## src/rtl/ncl_word_io_driver.sv

```systemverilog
`default_nettype none
// ============================================================================
// Module : ncl_word_io_driver
// Brief  : Clocked source/sink for a dual-rail NCL adder; optional protocol
//          checker enabled by defining NCL_PROTO_CHECK_EN.
// Rev    : 1.0
// ============================================================================
module ncl_word_io_driver #(
  parameter int DIGITS      = 8,
  parameter int SYNC_STAGES = 2
) (
  input  logic                clk,
  input  logic                init_n,
  input  logic                start,
  input  logic [DIGITS-1:0]   op_a,
  input  logic [DIGITS-1:0]   op_b,
  input  logic                cin,
  output logic                busy,
  output logic                done,
  output logic [DIGITS-1:0]   result,
  output logic                cout,
  output logic [2*DIGITS-1:0] A,
  output logic [2*DIGITS-1:0] B,
  output logic [1:0]          carryin,
  input  logic                carryinCOMP,
  input  logic [2*DIGITS-1:0] sum,
  input  logic [1:0]          carryout,
  output logic                sumCOMP,
  output logic                proto_err
);

  localparam int c_DW = 2*DIGITS + 2;
  localparam int c_SW = c_DW + 1;

  typedef enum logic [2:0] {
    SRC_IDLE    = 3'd0,
    SRC_DATA    = 3'd1,
    SRC_WAIT_HI = 3'd2,
    SRC_NULL    = 3'd3,
    SRC_WAIT_LO = 3'd4
  } src_t;

  typedef enum logic [1:0] {
    S_WAIT_DATA = 2'd0,
    S_WAIT_NULL = 2'd1,
    S_WAIT_SRC  = 2'd2
  } snk_t;

  function automatic logic [2*DIGITS-1:0] f_rail(input logic [DIGITS-1:0] v);
    logic [2*DIGITS-1:0] r;
    r = '0;
    for (int i = 0; i < DIGITS; i++) r[2*i +: 2] = {v[i], ~v[i]};
    return r;
  endfunction

  logic [c_SW-1:0]     r_sync [SYNC_STAGES];
  logic [c_DW-1:0]     r_rx_prev;
  logic [2*DIGITS-1:0] r_a, r_b;
  logic [1:0]          r_ci;
  logic [DIGITS-1:0]   r_result;
  logic                r_cout, r_sumcomp, r_done, r_busy;
  src_t                r_src;
  snk_t                r_snk;

  logic                w_ci_s;
  logic [c_DW-1:0]     w_rx;
  logic [DIGITS:0]     w_pair_one, w_pair_zero;
  logic [DIGITS-1:0]   w_res;
  logic                w_stable, w_data_cplt, w_null_cplt, w_accept;

  // Asynchronous adder signals are only ever used after the synchronizer.
  always_ff @(posedge clk) begin
    if (!init_n) begin
      for (int k = 0; k < SYNC_STAGES; k++) r_sync[k] <= '0;
    end else begin
      r_sync[0] <= {carryinCOMP, carryout, sum};
      for (int k = 1; k < SYNC_STAGES; k++) r_sync[k] <= r_sync[k-1];
    end
  end

  assign w_ci_s = r_sync[SYNC_STAGES-1][c_SW-1];
  assign w_rx   = r_sync[SYNC_STAGES-1][c_DW-1:0];

  always_comb begin
    w_pair_one  = '0;
    w_pair_zero = '0;
    w_res       = '0;
    for (int i = 0; i <= DIGITS; i++) begin
      w_pair_one[i]  = w_rx[2*i] ^ w_rx[2*i+1];
      w_pair_zero[i] = ~(w_rx[2*i] | w_rx[2*i+1]);
    end
    for (int i = 0; i < DIGITS; i++) w_res[i] = w_rx[2*i+1];
  end

  // A wavefront counts only once two consecutive samples agree.
  assign w_stable    = (w_rx == r_rx_prev);
  assign w_data_cplt = (&w_pair_one) && w_stable;
  assign w_null_cplt = (&w_pair_zero) && w_stable;
  assign w_accept    = start && !r_busy && (r_src == SRC_IDLE);

  always_ff @(posedge clk) begin
    if (!init_n) begin
      r_src <= SRC_IDLE;
      r_a   <= '0;
      r_b   <= '0;
      r_ci  <= '0;
    end else begin
      case (r_src)
        SRC_IDLE: if (w_accept) begin
          r_a   <= f_rail(op_a);
          r_b   <= f_rail(op_b);
          r_ci  <= {cin, ~cin};
          r_src <= SRC_DATA;
        end
        SRC_DATA:    r_src <= SRC_WAIT_HI;
        SRC_WAIT_HI: if (w_ci_s) begin
          r_a   <= '0;
          r_b   <= '0;
          r_ci  <= '0;
          r_src <= SRC_NULL;
        end
        SRC_NULL:    r_src <= SRC_WAIT_LO;
        SRC_WAIT_LO: if (!w_ci_s) r_src <= SRC_IDLE;
        default:     r_src <= SRC_IDLE;
      endcase
    end
  end

  always_ff @(posedge clk) begin
    if (!init_n) begin
      r_snk     <= S_WAIT_DATA;
      r_sumcomp <= 1'b0;
      r_done    <= 1'b0;
      r_busy    <= 1'b0;
      r_result  <= '0;
      r_cout    <= 1'b0;
      r_rx_prev <= '0;
    end else begin
      r_rx_prev <= w_rx;
      r_done    <= 1'b0;
      case (r_snk)
        S_WAIT_DATA: if (w_data_cplt) begin
          r_result  <= w_res;
          r_cout    <= w_rx[c_DW-1];
          r_sumcomp <= 1'b1;
          r_snk     <= S_WAIT_NULL;
        end
        S_WAIT_NULL: if (w_null_cplt) begin
          r_sumcomp <= 1'b0;
          r_snk     <= S_WAIT_SRC;
        end
        S_WAIT_SRC: if (r_src == SRC_IDLE) begin
          r_done <= 1'b1;
          r_busy <= 1'b0;
          r_snk  <= S_WAIT_DATA;
        end
        default: r_snk <= S_WAIT_DATA;
      endcase
      if (w_accept) r_busy <= 1'b1;
    end
  end

`ifdef NCL_PROTO_CHECK_EN
  logic            r_err, r_ci_prev;
  logic [DIGITS:0] w_prev_zero;
  logic            w_both, w_ci_rise, w_reappear;

  always_comb begin
    w_both      = 1'b0;
    w_prev_zero = '0;
    for (int i = 0; i <= DIGITS; i++) begin
      w_both         = w_both | (w_rx[2*i] & w_rx[2*i+1]);
      w_prev_zero[i] = ~(r_rx_prev[2*i] | r_rx_prev[2*i+1]);
    end
  end

  // A pair leaving NULL while the sink is draining means DATA came back.
  assign w_reappear = (r_snk == S_WAIT_NULL) && (|(w_prev_zero & ~w_pair_zero));
  assign w_ci_rise  = w_ci_s && !r_ci_prev && ((r_src == SRC_IDLE) || (r_src == SRC_NULL));

  always_ff @(posedge clk) begin
    if (!init_n) begin
      r_err     <= 1'b0;
      r_ci_prev <= 1'b0;
    end else begin
      r_ci_prev <= w_ci_s;
      if (w_both || w_ci_rise || w_reappear) r_err <= 1'b1;
    end
  end

  assign proto_err = r_err;
`else
  assign proto_err = 1'b0;
`endif

  assign A       = r_a;
  assign B       = r_b;
  assign carryin = r_ci;
  assign sumCOMP = r_sumcomp;
  assign busy    = r_busy;
  assign done    = r_done;
  assign result  = r_result;
  assign cout    = r_cout;

endmodule
`default_nettype wire
```

## config.mk

```make
export PLATFORM = sky130hd
export DESIGN_NAME = ncl_word_io_driver
export DESIGN_NICKNAME = d
export VERILOG_FILES = /design/src/rtl/ncl_word_io_driver.sv
export SDC_FILE = /design/constraint.sdc
export NUM_CORES = 1
export LEC_CHECK = 0
export BUFFER_PORTS_ARGS = -buffer_cell sky130_fd_sc_hd__buf_2
export CORE_MARGIN = 3
export CORE_UTILIZATION = 55
export CTS_BUF_LIST = sky130_fd_sc_hd__clkbuf_8
export CTS_CLUSTER_SIZE = 8
export DETAILED_ROUTE_END_ITERATION = 10
export PLACE_DENSITY = 0.81
export SLEW_MARGIN = 20
export SYNTH_ARGS = -nofsm -noshare
export SYNTH_HDL_FRONTEND = slang
export SYNTH_SLANG_ARGS = --single-unit
```

## constraint.sdc

```tcl
create_clock -name clk -period 1.8 [get_ports clk]
set_input_delay 0.09 -clock clk [delete_from_list [all_inputs] [get_ports clk]]
set_output_delay 0.09 -clock clk [all_outputs]
set_load 0.1 [all_outputs]
```

# == Yosys cells after proc, flatten, opt, wreduce, memory -nomap -nowiden ==
# Memories as Yosys holds them, arrays and structs flattened.
# Index checks and enable logic that the tools add are counted.
# totals
output_inout_bits,47
register_bits,69
word_cells,118
memories,1
mem_bits_rw,38
# memory_table
name,depth,width,rd,rd_clocked_by_memory_dff,wr,line,text
r_sync,2,19,2,0,2,56,logic [c_SW-1:0] r_sync [SYNC_STAGES];
# classes
muxes,27
n_bitwise,46
n_eq_ne,13
reduce_logical,20
# op_table
op,n
16-bit one-hot mux with 2 select lines,2
16-bit 2-to-1 mux,3
19-bit 2-to-1 mux,2
1-bit inverter,26
18-bit equality test,1
9-bit AND reduction,2
3-bit one-hot mux with 5 select lines,1
2-bit != test (second input constant),6
3-bit AND reduction,4
1-bit OR,11
2-bit 2-to-1 mux,5
3-bit 2-to-1 mux,3
1-bit XOR,9
1-bit 2-to-1 mux,8
2-bit nonzero test,4
3-bit by 2-bit equality test with 1-bit output (second input constant),2
2-bit one-hot mux with 3 select lines,1
2-bit AND reduction,3
1-bit logical AND,4
2-bit one-hot mux with 2 select lines,1
3-bit by 1-bit equality test with 1-bit output (second input constant),1
3-bit equality test (second input constant),1
3-bit zero test,1
2-bit by 1-bit equality test with 1-bit output (second input constant),1
other kinds (4),4

# == Logic depth before layout (Yosys ltp) ==
# Gate-level depths: netlist of the first run.
# An unclocked memory read counts as a cell.
# logic_depth
depth_word,7
ltp_mapped,8
mapped_depth_nobuf,7

# == Worst setup path before layout of the first run ==
# No wires, ideal clock.
# synth_timing
kind,register -> register
startpoint,reg r_busy (netlist: busy)
endpoint,reg r_a[11] (netlist: A[11])
required_time_ns,1.732
n_path_buf,1
setup_time_ns,0.068
path_slack_ns,-0.218
stages_incl_launch_ff,7
arrival_ns,1.950
cell_sequence,dfxtp_1 > nand2b_1 > o21ai_0 > nand2_1 > clkbuf_1 > a22oi_1 > nor2_1
# synth_via
elab_chain_cells,5
# synth_rtl
item,line,text
"start, declared",61,"logic r_cout, r_sumcomp, r_done, r_busy;"
"start signal, assigned",134,r_busy <= 1'b0;
"start signal, assigned",154,r_busy <= 1'b0;
"start signal, assigned",159,if (w_accept) r_busy <= 1'b1;
1-bit zero test,99,assign w_accept = start && !r_busy && (r_src == SRC_IDLE);
1-bit logical AND (2 in series),99,
2-bit != test (no line),-,
3-bit AND reduction (no line),-,
"end signal, assigned",110,r_a <= f_rail(op_a);
"end, declared",58,"logic [2*DIGITS-1:0] r_a, r_b;"
# No other way between the ends.
# A chain may end at the register's enable or synchronous reset.

==> summary.txt, run 1 <==
Run status
  – Status: finished, violations left
  – Failing checks: negative setup slack

Worst setup path
  – Critical Path RT: 2.09 ns
  – FF-to-FF Start: r_sync[0][21]
  – Element type at the critical path start: register
  – WP data arrival: ~2.1 ns
  – Worst-path fanout max: 6
  – CP endpoint kind: register
  – Worst Reg-to-Reg Cells: 6
  – Reg-to-Reg End: result[7]
  – R2R Setup Slk: -0.02 ns
  – Critical path class: reg -> reg

Final layout
  – Number of diodes: 0
  – Design area: approximately 0.0049 sq mm
  – Area growth, synth to finish: 30.9%
  – Fillers: ~440
  – Final core occ: 75.5%
  – Share of layout cells above drive strength 1: 28.0%
  – Final net count: 557

Hold path
  – Hold Path Cell Cnt: 3
  – Hold Path End: A[13]
  – Hold path start: op_a[6]
  – Hold WC Path Type: in -> reg

Floorplanning
  – Initial Utilization: 57.7%
  – Number of I/O pins: 86
  – Row cnt: 29
  – Chip width: 88.3 um
  – Die height: 88.3 um
  – Die footprint: 0.00780 sq mm
  – Core Region: 0.00646 sq mm

STA
  – Period utilization: 101%
  – Worst Skew: 0.00940 ns
  – Max Clk Rate: 548 MHz
  – Final setup vio count: 2
  – Final Critical Period: 1.82 ns
  – RSZ-0062 raised after global routing: yes
  – Final WS setup: -0.0243 ns
  – Max Slew Vio Count: 0
  – Max_slew headroom: 66.0%
  – Worst hold slack: 0.00796 ns
  – Final Hold Fails: 0
  – Slew @ Worst Pin: 0.510 ns

Route
  – Iteration-0 DRC Markers: 133
  – Post-Route WL: 8190 um
  – Wirelength per Cell: around 14 um
  – Routed vias/inst: 4.99
  – Drt drc: 0
  – Vias: just under 3000
  – ANT nets after route: 0
  – First-pass DRT Iterations: 5

Placement
  – Placed cell area: approximately 0.0042 sq mm
  – HPWL Detailed: 5130 um
  – Setup WS pre-CTS: 0.0763 ns
  – RePlAce Congestion: 0.870
  – Port buffer count: 84

Clocking
  – CTS tree: yes
  – Clock slew at reported path FFs: about 0.1 ns
  – Maximum clock path buffer count: 2
  – Clk_lat worst skew: about 0.37 ns
  – Inserted Clock Buffers: 9
  – Htree depth: 3
  – Root Buffer: clkbuf_8
  – Clock Sinks: roughly 110

Logic synthesis
  – Syn_nets: 438
  – Syn avg cell area: approximately 9.6 sq um
  – Distinct cells, synth: 30
  – Yosys synthesis warning count: 0
  – Synth Instances: between 300 and 400
  – Post-synthesis sequential area ratio: between 50 and 60%
  – Synth Register Bits: 107
  – Post-Syn Area: 0.00373 sq mm

Global routing
  – Largest net degree at the start of global routing: 61
  – Initial antenna violation count: 0
  – First-pass GRT wire length: 12600 um
  – Vias in the first global route: roughly 2800
  – Grt ovf: 0
  – All-Layer GR Usage: a little over a fifth

Power and ir drop
  – Peak supply drop: 0.735 mV
  – Pwr/cell area: 1080 mW/mm^2
  – Leak pwr: between 2 and 2.5 nW

Flow run
  – # Max-Cap Violations: 0
## repair_timing
action	CTS	global route
setup buffers	0	2
hold buffers	35	0
gates resized for setup	0	31
endpoints found under the setup margin	0	12
hold endpoints to repair	35	0
## worst max-delay path, cell delays in order, from the launching register on
cell and delay (ns):
dfxtp_2 0.34, xor2_1 0.16, nor4_1 0.36, nand3_1 0.24, nor3_2 0.24, buf_4 0.20, mux2i_1 0.21
## cells in the final DEF (no fill, tap or decap), drive strengths merged, types with 2 or more instances in the layout
master       synthesis  layout
a21oi               19      19
a22oi               17      17
and2                38      38
buf                  6      94
bufinv               0       2
clkbuf              15       9
clkinv               0       3
dfxtp              107     107
dlygate4sd3          0      35
ha                   9       9
inv                 28      30
mux2i                9       9
nand2               27      27
nand2b               2       2
nand3                4       4
nand3b               2       2
nand4b               2       2
nor2                65      65
nor3                 6       6
nor4                 6       6
o21ai                2       2
o2bb2ai              2       2
xnor2                3       3
xor2                16      16
## synthesized netlist by cell type, drive strengths merged
library cell  instances  area (sq um)
nor2b                 1          6.26
nand2                27           101
o21ai                 2          10.0
dfxtp               107          2140
or2                   1          6.26
nand3                 4          20.0
or4                   1          7.51
buf                   6          38.8
nand3b                2          15.0
and2                 38           238
a22oi                17           128
nand4                 1          6.26
mux2i                 9          90.1
nand2b                2          12.5
clkbuf               15          56.3
nor2                 65           244
xnor2                 3          26.3
o2bb2ai               2          17.5
nor4                  6          52.6
nor3                  6          35.0
a21oi                19          95.1
ha                    9           113
xor2                 16           140
nand4b                2          17.5
conb                  1          3.75
inv                  28           105
## worst max path at each step
stage	cells past startpoint	slack (ns)	to	startpoint
after floorplan	6	0.11	A[11]	busy
after global placement	8	0.17	result[5]	r_sync[0][24]
after detailed placement	8	0.08	result[5]	r_sync[0][30]
after CTS	8	0.02	result[7]	r_sync[0][30]
after global routing	8	-0.18	result[7]	r_sync[0][22]
final	6	-0.02	result[7]	r_sync[0][21]
## power by group
group / internal [mW] / switching [mW]
registers: 2.49 / 0.0732
clock network: 0.795 / 0.809
logic: 0.285 / 0.805
total: 3.57 / 1.69
## per-stage QoR
step / TNS (ns) / total power [mW] / std cells
2_1_floorplan: 0 / 3.42 / 390
3_5_place_dp: 0 / 3.62 / 538
3_3_place_gp: 0 / 3.60 / 538
6_report: -0.0249 / 5.26 / 591
4_1_cts: 0 / 5.26 / 589
5_1_grt: -1.37 / 5.46 / 591
## sequential cells by signal (all words and copies together), names as in the netlist
register and count:
carryin 2, r_rx_prev 18, busy 1, cout 1, r_sync 38, done 1
sumCOMP 1, r_snk 2, r_src 3, A 16, result 8, B 16
## kinds of logic after synthesis
kind of cell               share of synthesized area, %
buffers and inverters                              5.37
muxes                                              2.42
xor gates and xnor gates                           4.46
adders and majority gates                          3.02
other                                             0.101
and+or+nand+nor                                    20.4
DFF                                                57.5
AOI/OAI and AO/OA                                  6.71
## routing by layer
layer | up-vias | track usage [%] | share of wire (%) | wire (um)
met3 | 16 | 5.49 | 4.5 | 369
met5 | - | 0 | 0 | 0
met2 | 75 | 34.4 | 50 | 4100
met1 | 1377 | 26.1 | 43 | 3550
met4 | 0 | 9.62 | 2.1 | 173
li1 | 1484 | - | - | -
## layout make-up
type,count,area (sq um),area share (%)
Tap cell,77,96.3,1.97
Inverter,28,105,2.15
Timing Repair Buffer,129,846,17.3
Clock inverter,7,100,2.05
Sequential cell,107,2170,44.4
Clock buffer,9,124,2.54
Multi-Input combinational cell,234,1440,29.5
No activity file was read; power rests on OpenSTA's default activity.
==> run 2, diff against run 1 <==
--- a/config.mk
+++ b/config.mk
@@ -9,3 +9,3 @@
 export CORE_MARGIN = 3
-export CORE_UTILIZATION = 55
+export CORE_UTILIZATION = 59
 export CTS_BUF_LIST = sky130_fd_sc_hd__clkbuf_8
@@ -13,3 +13,3 @@
 export DETAILED_ROUTE_END_ITERATION = 10
-export PLACE_DENSITY = 0.81
+export PLACE_DENSITY = 0.86
 export SLEW_MARGIN = 20
==> constraint.sdc (replaced) <==
create_clock -name clk -period 2.25 [get_ports clk]
set_input_delay 0.1125 -clock clk [delete_from_list [all_inputs] [get_ports clk]]
set_output_delay 0.1125 -clock clk [all_outputs]
set_load 0.005 [all_outputs]
==> run 2 against run 1 <==
Effect of this change:
- the run now ends clean
- non-clock buffer count shrank 19
- die area shrank 6.3%
- fmax grew 0.73%
- sequential power shrank 20%
- critical path type unchanged
- largest power group unchanged
- highest routed layer unchanged
==> summary.txt, run 2 (synthesis gave the netlist of run 1 again) <==
Run status
  – Status: completed

Placement
  – Port buffer count: 84 (unchanged)
  – HPWL Detailed: 4830 um (-6.0%)
  – RePlAce Congestion: 0.832 (-4.4%)
  – Placed cell area: 0.00420 sq mm (-0.27%)
  – Placed Instances: 535 (-0.56%)
  – Setup WS pre-CTS: 0.512 ns (+0.435 ns)

Route
  – Iteration-0 DRC Markers: 162 (+22%)
  – Wirelength per Cell: 12.8 um (-7.8%)
  – ANT nets after route: 0 (unchanged)
  – First-pass DRT Iterations: 4 (-1)
  – Post-Route WL: 7280 um (-11%)
  – Vias: 2849 (-3.5%)
  – Drt drc: 0 (unchanged)
  – Routed vias/inst: 5.00 (about the same)

STA
  – Final WS setup: 0.439 ns (+0.463 ns)
  – Final setup vio count: 0 (-2)
  – Final Hold Fails: 0 (unchanged)
  – Worst hold slack: 0.0192 ns (+0.0112 ns)
  – Period utilization: 80.5% (-21 points)
  – RSZ-0062 raised after global routing: no
  – Max Clk Rate: 552 MHz (+0.73%)
  – Max Slew Vio Count: 0 (unchanged)
  – Final Critical Period: 1.81 ns (-0.0133 ns)
  – Worst Skew: 0.00563 ns (-0.00377 ns)
  – Final TNS setup: 0 ns (+0.0249 ns)

Power and ir drop
  – Leak pwr: 2.17 nW (-4.8%)
  – Combinational Power Share: 11.6% (-9.1 points)
  – Reg power frac: 56.5% (+7.7 points)
  – Int Power: 2.73 mW (-23%)
  – Tot Pwr: 3.63 mW (-31%)
  – Sw Ratio: 24.6% (-7.5 points)
  – Psw: 0.891 mW (-47%)
  – Peak supply drop: 0.692 mV (-5.7%)
  – Clock power frac: 31.9% (+1.4 points)
  – Pwr/cell area: 790 mW/mm^2 (-27%)

Worst setup path
  – Worst Reg-to-Reg Cells: 6 (unchanged)
  – WP data arrival: 2.09 ns (-0.03 ns)
  – Critical path's slowest cell: dfxtp_1
  – CP endpoint kind: register
  – Worst path cell trace: xor2_1, nor4_1, nand3_1, nor3_2, buf_4, mux2i_1
  – Critical Path RT: 2.53 ns (+0.44 ns)
  – Element type at the critical path start: register
  – Worst-path fanout max: 6 (unchanged)
  – Worst path max stage delay: 0.34 ns (-0.02 ns)
  – Critical path class: reg -> reg

Hold path
  – Hold Path Cell Cnt: 3 (unchanged)
  – Hold WC Path Type: in -> reg

Flow run
  – # Max-Cap Violations: 0 (unchanged)

Clocking
  – Clock Sinks: 107 (unchanged)
  – Clock slew at reported path FFs: 0.09 ns (about the same)
  – Root Buffer: clkbuf_8
  – Inserted Clock Buffers: 9 (unchanged)
  – Clk_lat worst skew: 0.36 ns (about the same)
  – Hold Buf Count CTS: 19 (-46%)
  – Maximum clock path buffer count: 2 (unchanged)
  – Htree depth: 3 (unchanged)
  – Setup Fix Bufs, Post-CTS: 0 (unchanged)
  – CTS tree: yes
  – Post_cts resized: 0 (unchanged)

Global routing
  – First-pass GRT wire length: 12000 um (-5.0%)
  – All-Layer GR Usage: 20.3% (-0.70 points)
  – Vias in the first global route: 2751 (-1.1%)
  – Initial antenna violation count: 0 (unchanged)
  – Grt ovf: 0 (unchanged)
  – Largest net degree at the start of global routing: 61 (unchanged)

Final layout
  – Final core occ: 76.2% (+0.65 points)
  – Final net count: 538 (-3.4%)
  – Fillers: 403 (-8.6%)
  – Top reg by flops: r_sync
  – Commonest non-fill, non-tap cells in the layout: 107 x dfxtp_1, 84 x buf_2, 65 x nor2_1
  – Commonest non-fill, non-tap cell in the layout: dfxtp_1
  – Share of layout cells above drive strength 1: 22.2% (-5.8 points)
  – Area growth, synth to finish: 23.2%
  – Top flop regs: r_sync (38), r_rx_prev (18)
  – Post-Layout Cell Count: 570 (-3.6%)
  – Design area: 0.00459 sq mm (-5.9%)
  – Max reg flops: 38 (unchanged)
  – Number of diodes: 0 (unchanged)

Floorplanning
  – Die footprint: 0.00731 sq mm (-6.3%)
  – Row cnt: 28 (-3.4%)
  – Die height: 85.5 um (-3.2%)
  – Initial Utilization: 61.9% (+4.1 points)
  – Chip width: 85.5 um (-3.2%)
  – Core Region: 0.00603 sq mm (-6.7%)
  – Number of I/O pins: 86 (unchanged)
run 2: power by group through the flow:
stage          Clock (mW)  Combinational, mW  Sequential [mW]
2_1_floorplan           0              0.248             2.08
3_3_place_gp            0              0.382             2.09
3_5_place_dp            0              0.393             2.09
4_1_cts              1.18              0.422             2.05
5_1_grt              1.26              0.474             2.06
6_report             1.16              0.421             2.05
run 2: final cells by class:
type | count | area, sq um | share of cell area [%]
sequential | 107 | 2140 | 46.7
multi-input combinational | 234 | 1390 | 30.2
timing repair buffer | 110 | 663 | 14.4
clock buffer | 10 | 138 | 3.00
inverter | 28 | 105 | 2.29
tap | 75 | 93.8 | 2.04
clock inverter | 6 | 63.8 | 1.39
run 2: path summary, 6_finish.rpt:
kind	startpoint	end	slack [ns]
worst min-delay path	op_a[2]	A[5]	0.02
worst min register to register	r_sync[0][15]	r_sync[0][34]	0.44
worst max-delay path	r_sync[0][24]	result[0]	0.44
worst max register to register	r_sync[0][24]	result[0]	0.44
run 2: metal layers:
metal / global-route usage (%) / up-vias / wire length [um]
met5: 0 / - / 0
met3: 6.41 / 7 / 337
met2: 35.2 / 72 / 3700
met4: 5.18 / 0 / 74
met1: 24.5 / 1330 / 3160
li1: - / 1440 / -
run 2: worst max-delay path: cells and delay by family (launching register included):
kind	cells	cell delay (ns)
XOR/XNOR	1	0.16
buffers and inverters	1	0.21
flip-flops	1	0.34
multiplexers	1	0.20
AND/OR/NAND/NOR	3	0.82
